$ cat config.mk
export PLATFORM = sky130hd
export DESIGN_NAME = freq_gate_controller
export DESIGN_NICKNAME = d
export VERILOG_FILES = /design/src/rtl/freq_meas_pkg.sv /design/src/rtl/freq_gate_controller_edge_sync.sv /design/src/rtl/freq_gate_controller.sv
export SDC_FILE = /design/constraint.sdc
export NUM_CORES = 1
export LEC_CHECK = 0
export BUFFER_PORTS_ARGS = -buffer_cell sky130_fd_sc_hd__clkbuf_2
export CAP_MARGIN = 20
export CORE_MARGIN = 4
export CORE_UTILIZATION = 57
export CTS_CLUSTER_SIZE = 40
export DETAILED_ROUTE_END_ITERATION = 10
export GPL_ROUTABILITY_DRIVEN = 0
export GPL_TIMING_DRIVEN = 0
export PLACE_DENSITY = 0.77
export REMOVE_ABC_BUFFERS = 1
export SKIP_CTS_REPAIR_TIMING = 1
export SKIP_LAST_GASP = 1
export SYNTH_ARGS = -nofsm -noshare
export SYNTH_HDL_FRONTEND = slang
export SYNTH_SLANG_ARGS = --single-unit
$ cat constraint.sdc
create_clock -name clk -period 2.2 [get_ports clk]
set_input_delay 0.44 -clock clk [delete_from_list [all_inputs] [get_ports clk]]
set_output_delay 0.44 -clock clk [all_outputs]
set_load 0.005 [all_outputs]
$ cat src/rtl/freq_meas_pkg.sv
// Shared definitions for the frequency-measurement front end:
// the sequencer state encoding and the default sizing constants.
package freq_meas_pkg;

    localparam int DEF_GATE_CYCLES = 500;
    localparam int SYNC_STAGES     = 2;

    typedef enum logic [2:0] {
        IDLE  = 3'd0,
        ARM   = 3'd1,
        GATE  = 3'd2,
        LATCH = 3'd3,
        HOLD  = 3'd4
    } state_t;

endpackage

$ cat src/rtl/freq_gate_controller_edge_sync.sv
// Brings an asynchronous level into the clk domain and emits a one-cycle
// pulse on each synchronized rising edge.
module edge_sync
    import freq_meas_pkg::*;
(
    input  logic clk,
    input  logic reset,
    input  logic async_in,
    output logic pulse_out
);

    logic [SYNC_STAGES-1:0] sync_r;
    logic                   prev_r;

    // Synchronizer chain, previous-value flop and registered edge pulse
    always_ff @(posedge clk or posedge reset) begin
        if (reset) begin
            sync_r    <= {SYNC_STAGES{1'b0}};
            prev_r    <= 1'b0;
            pulse_out <= 1'b0;
        end else begin
            sync_r    <= {sync_r[SYNC_STAGES-2:0], async_in};
            prev_r    <= sync_r[SYNC_STAGES-1];
            pulse_out <= sync_r[SYNC_STAGES-1] & ~prev_r;
        end
    end

endmodule

$ cat src/rtl/freq_gate_controller.sv
// Single-clock sequencer for one frequency measurement: arm, count sig_in
// rising edges over a fixed gate window, latch, then hand off via valid/ack.
module freq_gate_controller
    import freq_meas_pkg::*;
#(
    parameter int GATE_CYCLES  = DEF_GATE_CYCLES,
    parameter int CNT_W        = 8,
    parameter int AUTO_RESTART = 0
) (
    input  logic             clk,
    input  logic             reset,
    input  logic             start,
    input  logic             sig_in,
    input  logic             result_ack,
    output logic             gate,
    output logic             busy,
    output logic [CNT_W-1:0] result,
    output logic             result_valid,
    output logic             overflow
);

    localparam int               TMR_W    = $clog2(GATE_CYCLES);
    localparam logic [TMR_W-1:0] TMR_LOAD = TMR_W'(GATE_CYCLES - 1);
    localparam logic [TMR_W-1:0] TMR_ZERO = {TMR_W{1'b0}};
    localparam logic [CNT_W-1:0] CNT_MAX  = {CNT_W{1'b1}};
    localparam logic [CNT_W-1:0] CNT_ZERO = {CNT_W{1'b0}};

    state_t             state_r;
    state_t             next_s;
    logic [TMR_W-1:0]   timer_r;
    logic [CNT_W-1:0]   count_r;
    logic               sat_r;
    logic               pulse_s;

    edge_sync u_edge_sync (
        .clk       (clk),
        .reset     (reset),
        .async_in  (sig_in),
        .pulse_out (pulse_s)
    );

    // Next-state decode; start and result_ack only matter in IDLE and HOLD
    always_comb begin
        next_s = state_r;
        case (state_r)
            IDLE: begin
                if (start) next_s = ARM;
                else       next_s = IDLE;
            end
            ARM:   next_s = GATE;
            GATE: begin
                if (timer_r == TMR_ZERO) next_s = LATCH;
                else                     next_s = GATE;
            end
            LATCH: next_s = HOLD;
            HOLD: begin
                if (result_ack) next_s = (AUTO_RESTART != 0) ? ARM : IDLE;
                else            next_s = HOLD;
            end
            default: next_s = IDLE;
        endcase
    end

    // State register with gate/busy registered from the next state so they
    // line up exactly with the state they describe
    always_ff @(posedge clk or posedge reset) begin
        if (reset) begin
            state_r <= IDLE;
            gate    <= 1'b0;
            busy    <= 1'b0;
        end else begin
            state_r <= next_s;
            gate    <= (next_s == GATE);
            busy    <= (next_s != IDLE);
        end
    end

    // Gate timer and saturating edge counter; pulses outside GATE are dropped
    always_ff @(posedge clk or posedge reset) begin
        if (reset) begin
            timer_r <= TMR_ZERO;
            count_r <= CNT_ZERO;
            sat_r   <= 1'b0;
        end else begin
            case (state_r)
                ARM: begin
                    timer_r <= TMR_LOAD;
                    count_r <= CNT_ZERO;
                    sat_r   <= 1'b0;
                end
                GATE: begin
                    if (timer_r != TMR_ZERO) timer_r <= timer_r - 1'b1;
                    if (pulse_s) begin
                        if (count_r == CNT_MAX) sat_r   <= 1'b1;
                        else                    count_r <= count_r + 1'b1;
                    end
                end
                default: begin
                    timer_r <= timer_r;
                end
            endcase
        end
    end

    // Result hand-off: latched once per window, held until the next latch
    always_ff @(posedge clk or posedge reset) begin
        if (reset) begin
            result       <= CNT_ZERO;
            overflow     <= 1'b0;
            result_valid <= 1'b0;
        end else begin
            if (state_r == LATCH) begin
                result       <= count_r;
                overflow     <= sat_r;
                result_valid <= 1'b1;
            end else if ((state_r == HOLD) && result_ack) begin
                result_valid <= 1'b0;
            end
        end
    end

endmodule

# Word level (Yosys, flattened, before mapping)
# Index checks and enable logic that the tools add are counted.
classes:
  bitwise: 2
  reduce_logical: 10
  n_eq_ne: 10
  add_sub_neg: 2
  muxes: 14
op_table:
  columns: ["operator", "n"]
  rows:
  - ["$pmux 9 s2", 1]
  - ["$mux 8", 2]
  - ["$pmux 8 s2", 1]
  - ["$pmux 3 s5", 1]
  - ["$eq 3x2->1 const B", 3]
  - ["$logic_not 9->1", 1]
  - ["$mux 9", 1]
  - ["$reduce_bool 9->1", 1]
  - ["$sub 9x1->9 const B", 1]
  - ["$add 8x1->8 const B", 1]
  - ["$eq 8x8->1 const B", 1]
  - ["$mux 1", 6]
  - ["$ne 2x2->1 const B", 3]
  - ["$reduce_and 3->1", 2]
  - ["$reduce_bool 2->1", 2]
  - ["$eq 3x1->1 const B", 1]
  - ["$eq 3x3->1 const B", 1]
  - ["$logic_not 3->1", 1]
  - ["$mux 3", 1]
  - ["$reduce_bool 3->1", 1]
  - ["$ne 2x1->1 const B", 1]
  - ["$pmux 1 s2", 1]
  - ["$reduce_and 2->1", 1]
  - ["$and 1x1->1", 1]
  - ["other kinds (2)", 2]
totals:
  input_bits: 5
  word_cells: 50
  output_inout_bits: 12
  regBits: 37

# Depth between registers and ports, before layout
# Gate-level depths: netlist of the first run.
depth:
  ltp_word: 4
  ltp_mapped: 6
  mapped_depth_nobuf: 6

# Hierarchy
# From an unflattened synthesis of the first run, not the netlist that was laid out.
hier_totals:
  cells_unflattened: 152
  area_unflattened_um2: 1699.1
modules_own_cells:
  columns: ["module", "area_per_inst_um2", "instances", "seq_area_each_um2", "cells_per_inst"]
  rows:
  - ["freq_gate_controller", 1581.5, 1, 825.8, 146]
  - ["edge_sync", 117.6, 1, 100.1, 6]

# Worst setup path before layout of the first run
# OpenSTA, ideal clock, no wires.
synth_path:
  path_kind: "register -> register"
  startpoint: "reg timer_r[0]"
  endpoint: "reg timer_r[6]"
  slack_ps: 496
  t_arrival_ps: 1580
  t_required_ps: 2076
  setup_time_ps: 124
  path_stages_with_launch: 6
  synth_period_minus_slack_ps: 1704
  n_path_buf: 0
  path_cell_list: "dfrtp_1 -> inv_1 -> ha_1 -> nor3b_1 -> nand3_1 -> a211o_1"
synth_between:
  elab_chain_cells: 3
  word_cells_on_any_way: 6
  cone_classes: "add/sub: 1; eq/ne: 1; mux: 2; reduce/logical: 2"
synth_rtl:
  columns: ["item", "line", "text"]
  rows:
  - ["start, declared", "freq_gate_controller.sv:30", "logic [TMR_W-1:0] timer_r;"]
  - ["start signal, assigned", "freq_gate_controller.sv:92", "if (timer_r != TMR_ZERO) timer_r <= timer_r - 1'b1;"]
  - ["start signal, assigned", "freq_gate_controller.sv:99", "timer_r <= timer_r;"]
  - ["$sub 9x1->9 / $reduce_bool 9->1 (equally long branches)", "freq_gate_controller.sv:92", null]
  - ["$mux 9 / $ne 2x2->1 (equally long branches)", null, null]
  - ["$pmux 9 s2 / $reduce_and 2->1 (equally long branches)", null, null]
# Several ways; a longest one is shown, not always the timed one. The select of a mux whose other input is x is not followed.
# A chain may end at the register's enable or synchronous reset.

# Worst setup path after layout of the first run
# Same ends and word-level chain as after synthesis.

==> impl_metrics.toml, run 1 <==
[status]
status = "completed"

[route]
drt-initial-drc-count = 75
viasPerCell = 6.049
vias = 1246
drt_pre_antenna_iters = 4
drc = 0
drt.antenna.violating_nets = 0
post_drt_wl_per_cell_um = 15.15
wirelength_um = 3120

[pwr]
power.leakage_nw = 0.8410
p_sw_share_pct = 35.07
combPwrFrac_pct = 27.7
clkPwrFrac_pct = 19.7
p_int_mw = 1.164
seqPwrFrac_pct = 52.6
p_switching_mw = 0.6286
vdd_drop_max_v = 0.0008167
powerDensity_mw_per_mm2 = 967.3

[timing]
period_needed_ps = 1967
finalSetupViolCount = 0
clock_skew_ps = 6.904
worstMarginPinSlew_ps = 760.1
fin_crit_sh_pct = 89.41
hold_viol = 0
relSlewSlack_pct = 49.27
fmax_ghz = 0.5084
rsz0062_at_grt = "false"
drv_slew = 0
fin_setup_tns_ps = 0

[clock_tree]
numCtsBuffers = 5
cts_root_buffer = "clkbuf_4"
tritoncts = "done"
clock_latency_ps = 330
cts_num_sinks = 37
clock_path_buffers = 2
htree_num_levels = 2
clkSlewWorstSetupHoldPaths_ps = 100

[worst_setup_path]
critPathMaxFanout = 4
crit_type = "register to register"
start_kind = "register"
worstPathArrival_ps = 2190
crit_chain = "inv_1 -> ha_1 -> nor3b_1 -> nand3_1 -> a211o_1"
end_kind = "register"
critPathSlowestCell = "nor3b_1"
critPathRequiredTime_ps = 2420
slowest_delay_ps = 580

[finish]
syn_to_final_growth_pct = 10.11
stdcell_area_mm2 = 0.001853
antenna_cells = 0
layout-drive-gt1-share_pct = 21.14
fin_nets = 182

[logic_synthesis]
ys_types = 41
synth.top_cell.area_share_pct = 55.02
syn_area_per_cell_um2 = 10.72
ys_seq_area_share_pct = 55.02
syn_inst = 157
yosys-top-cells-area = "dfrtp_1 55%, mux2_2 4.7%, nand2_1 4.0%"
async_flop_share_pct = 100.0
yosys_register_bits = 37
yosysWarnings = 0
synthesis.area_mm2 = 0.001683
yosysMostFrequentCell = "dfrtp_1"
synthTopCellsByCount = "37 x dfrtp_1, 18 x nand2_1, 11 x nand3_1"
yosysTopAreaCell = "dfrtp_1"
synthFlopType = "dfrtp_1"
synth_edf_count = 0

[floorplanning]
io_pins = 17
dieArea_mm2 = 0.003886
coreArea_mm2 = 0.002781
initial_core_util_pct = 60.50
die_h_um = 62.34
die_x_um = 62.34
rows = 19

[global_routing]
grt_pass1_vias = 1206
grt.total_usage_pct = 18.00
grt_start_max_net_pins = 21
grt_pass1_wl_um = 5520
grt_antenna_before_repair = 0
grt.overflow.total = 0

[worst_hold_path]
hp-class = "input pin to asynchronous set/reset pin"

[placement]
portBuffers = 16
place_area_mm2 = 0.001798
place_hpwl_um = 2293

[job]
max_cap_violations = 0
==> power by group through the flow <==
stage / Combinational (mW) / Sequential, mW / Clock (mW)
3_3_place_gp: 0.463 / 0.945 / 0
2_1_floorplan: 0.344 / 0.929 / 0
5_1_grt: 0.563 / 0.968 / 0.401
3_5_place_dp: 0.496 / 0.957 / 0
4_1_cts: 0.499 / 0.942 / 0.366
6_report: 0.497 / 0.943 / 0.353
==> critical path: cells and delay by family, from the launching register on <==
kind            cells  cell delay (ps)
compound gates      1              330
fa+ha+maj           1              210
buf+inv             1               80
flops               1              430
simple gates        2              810
==> path summary, 6_finish.rpt <==
check                           cells after the start                     to  slack [ps]                  start
worst min register to register                      0  u_edge_sync.sync_r[1]         360  u_edge_sync.sync_r[0]
worst max-delay path                                5             timer_r[6]         230             timer_r[0]
max in group asynchronous                           3             timer_r[8]        1450                  reset
worst max register to register                      5             timer_r[6]         230             timer_r[0]
worst min-delay path                                2              result[7]         210                  reset
min in group clk                                    1  u_edge_sync.sync_r[0]         210                 sig_in
==> per-layer routing <==
metal | vias up | routed length [µm] | track usage (%)
met3 | 4 | 210 | 5.946
li1 | 602 | - | -
met5 | - | 0 | 0
met4 | 0 | 36 | 9.019
met1 | 596 | 1350 | 23.57
met2 | 44 | 1523 | 26.68
==> layout make-up <==
cell class,count,area [µm²]
clock buffer,7,55.05
timing repair buffer,17,107.6
fill,214,928.4
multi-input combinational,106,695.7
tap,31,38.79
sequential,37,925.9
inverter,8,30.03
==> metrics by stage <==
| stage | total power, mW | std cells | utilization, % | hold slack [ps] | setup slack, ps |
|---|---|---|---|---|---|
| after CTS | 1.807 | 206 | 66.62 | 191.9 | 269.2 |
| final | 1.792 | 206 | 66.62 | 206.7 | 233.1 |
| after global routing | 1.932 | 206 | 66.62 | 185.2 | 82.57 |
| after floorplan | 1.274 | 151 | - | 331.2 | 496.5 |
| after global placement | 1.408 | 198 | 63.65 | 338.7 | 310.3 |
| after detailed placement | 1.453 | 199 | 64.64 | 341.1 | 297.7 |
==> sequential cells by signal (all words and copies together) (netlist names) <==
signal and count:
u_edge_sync.prev_r 1, busy 1, gate 1, state_r 3, u_edge_sync.pulse_out 1, overflow 1, timer_r 9, count_r 8
u_edge_sync.sync_r 2, result_valid 1, sat_r 1, result 8
==> placed cells by master, fill, tap and decap left out, drive strengths merged, types with 2 or more instances in the layout <==
cell,n
or4,2
o21a,2
and3,3
clkbuf,23
nor2b,2
dfrtp,37
inv,8
nor2,7
a31oi,6
nor3b,3
nand2,18
ha,2
nand3,11
nor3,9
nand4,2
a21oi,5
o21ai,7
nand2b,2
mux2,7
o31ai,2
==> cell families (layout without fill, tap and decap cells) <==
kind of cell / after synthesis / after routing / synth area share (%)
buffers and inverters: 14 / 32 / 3.643
adders and majority gates: 2 / 2 / 1.487
muxes: 8 / 8 / 5.279
and+or+nand+nor: 62 / 62 / 19.33
DFF: 37 / 37 / 55.02
xor gates and xnor gates: 1 / 1 / 0.5205
AOI/OAI and AO/OA: 33 / 33 / 14.72
Note: power is estimated with default switching activity, not from simulation.
==> run 2, diff against run 1 <==
Settings changed: CAP_MARGIN 20 to 40, REMOVE_ABC_BUFFERS 1 to unset.
==> run 2 against run 1 <==
Combinational power up 18%. Clock-buffer cell count decreased by 1. Die area stayed put. Clock power is 4% lower. Worst setup slack improved by 57 ps. Critical path type unchanged. Critical endpoint unchanged. Highest routed layer unchanged.
==> impl_metrics.toml, run 2 (synthesis gave the netlist of run 1 again) <==
[worst_setup_path]
critPathMaxFanout = 4
slowest_delay_ps = 550
worstPathArrival_ps = 2140
crit_chain = "inv_1 -> ha_1 -> nor3b_1 -> nand3_1 -> a211o_1"
crit_type = "register to register"
critPathSlowestCell = "nor3b_1"
end_kind = "register"
start_kind = "register"
critPathRequiredTime_ps = 2430

[finish]
stdcell_area_mm2 = 0.001881
fillers = 228
layout_common_cells = "37 x dfrtp_1, 18 x nand2_1, 16 x clkbuf_2"
antenna_cells = 0
layout-drive-gt1-share_pct = 22.53
top_register = "timer_r"
syn_to_final_growth_pct = 11.75
largest_reg_flops = 9
fin_nets = 188
final_common_cell = "dfrtp_1"
reg_top3 = "timer_r: 9 flops, count_r: 8 flops, result: 8 flops"

[global_routing]
grt_antenna_before_repair = 0
grt_pass1_vias = 1186
grt_pass1_wl_um = 5382
grt.overflow.total = 0
grt.total_usage_pct = 17.47
grt_start_max_net_pins = 23

[pwr]
power.leakage_nw = 0.8603
powerDensity_mw_per_mm2 = 963.8
vdd_drop_max_v = 0.0007354

[clock_tree]
htree_num_levels = 2
clkSlewWorstSetupHoldPaths_ps = 110
cts_root_buffer = "clkbuf_4"
numCtsBuffers = 5
tritoncts = "done"
cts_num_sinks = 37
clock_path_buffers = 2
clock_latency_ps = 350

[route]
drt_pre_antenna_iters = 4
viasPerCell = 5.840
drt-initial-drc-count = 45
post_drt_wl_per_cell_um = 14.00
drc = 0
drt.antenna.violating_nets = 0
wirelength_um = 2983
vias = 1244

[logic_synthesis]
syn_nets = 164

[timing]
period_needed_ps = 1909
rsz0062_at_grt = "false"
clock_skew_ps = 15.17
fin_crit_sh_pct = 86.79
worstMarginPinSlew_ps = 636.7
drv_slew = 0
hold_viol = 0
hold_ws_ps = 133.6
finalSetupViolCount = 0
relSlewSlack_pct = 57.50
fmax_ghz = 0.5237
fin_setup_tns_ps = 0

[status]
status = "completed"

[floorplanning]
die_x_um = 62.34
die_h_um = 62.34
rows = 19
initial_core_util_pct = 60.50
coreArea_mm2 = 0.002781
dieArea_mm2 = 0.003886
io_pins = 17

[worst_hold_path]
hp-class = "input pin to asynchronous set/reset pin"

[placement]
place_area_mm2 = 0.001829
portBuffers = 16
place_hpwl_um = 2184

[job]
max_cap_violations = 0
==> run 2: changes by cell type in the layout (fill, tap and decap cells not counted), sizes merged <==
| cell | before | now |
|---|---|---|
| buf | 1 | 5 |
| clkinv | 0 | 2 |
| clkbuf | 23 | 24 |
==> run 2: where the power goes <==
group | switching (mW) | internal [mW]
Clock | 0.217 | 0.122
Combinational | 0.348 | 0.239
Sequential | 0.0835 | 0.804
Total | 0.648 | 1.16
==> run 2: final cells by class <==
class	instances	area, µm²	area share [%]
Clock buffer	6	41.29	2.196
Buffer	6	31.28	1.663
Inverter	8	30.03	1.597
Multi-Input combinational cell	106	695.7	36.99
Clock inverter	2	10.01	0.5323
Timing Repair Buffer	17	107.6	5.722
Tap cell	31	38.79	2.063
Sequential cell	37	925.9	49.23
==> run 2: metrics by stage <==
stage          setup WS (ps)  total power [mW]  instances  utilization [%]
3_3_place_gp           308.2             1.450        204            64.78
2_1_floorplan          496.5             1.311        157                -
4_1_cts                278.4             1.823        213            67.61
3_5_place_dp           329.2             1.490        205            65.77
5_1_grt                90.46             1.954        213            67.61
6_report               290.6             1.813        213            67.61
==> run 2: critical path, delay by kind of cell (launching register included) <==
family / cells / cell delay [ps]
buffers and inverters: 1 / 70
flip-flops: 1 / 430
adder cells (fa/ha/maj): 1 / 200
AND/OR/NAND/NOR: 2 / 770
AO/OA/AOI/OAI: 1 / 330
==> run 2: path summary, 6_finish.rpt <==
| kind | start | to | slack (ps) | depth (start not counted) |
|---|---|---|---|---|
| min | reset | u_edge_sync.prev_r | 130 | 2 |
| max | timer_r[0] | timer_r[6] | 290 | 5 |
| min in group clk | sig_in | u_edge_sync.sync_r[0] | 210 | 1 |
| max in group asynchronous | reset | timer_r[6] | 1530 | 3 |
| min reg2reg | u_edge_sync.sync_r[1] | u_edge_sync.prev_r | 370 | 0 |
| max reg2reg | timer_r[0] | timer_r[6] | 290 | 5 |
==> run 2: routing by layer <==
metal  vias to the layer above  GRT usage [%]  share of wire (%)  wire, µm
li1                        616              -                  -         -
met1                       603          23.50                 47      1413
met2                        18          25.65                 46      1363
met3                         7          5.946                4.9       145
met4                         0          7.692                2.0        60
met5                         -              0                  0         0
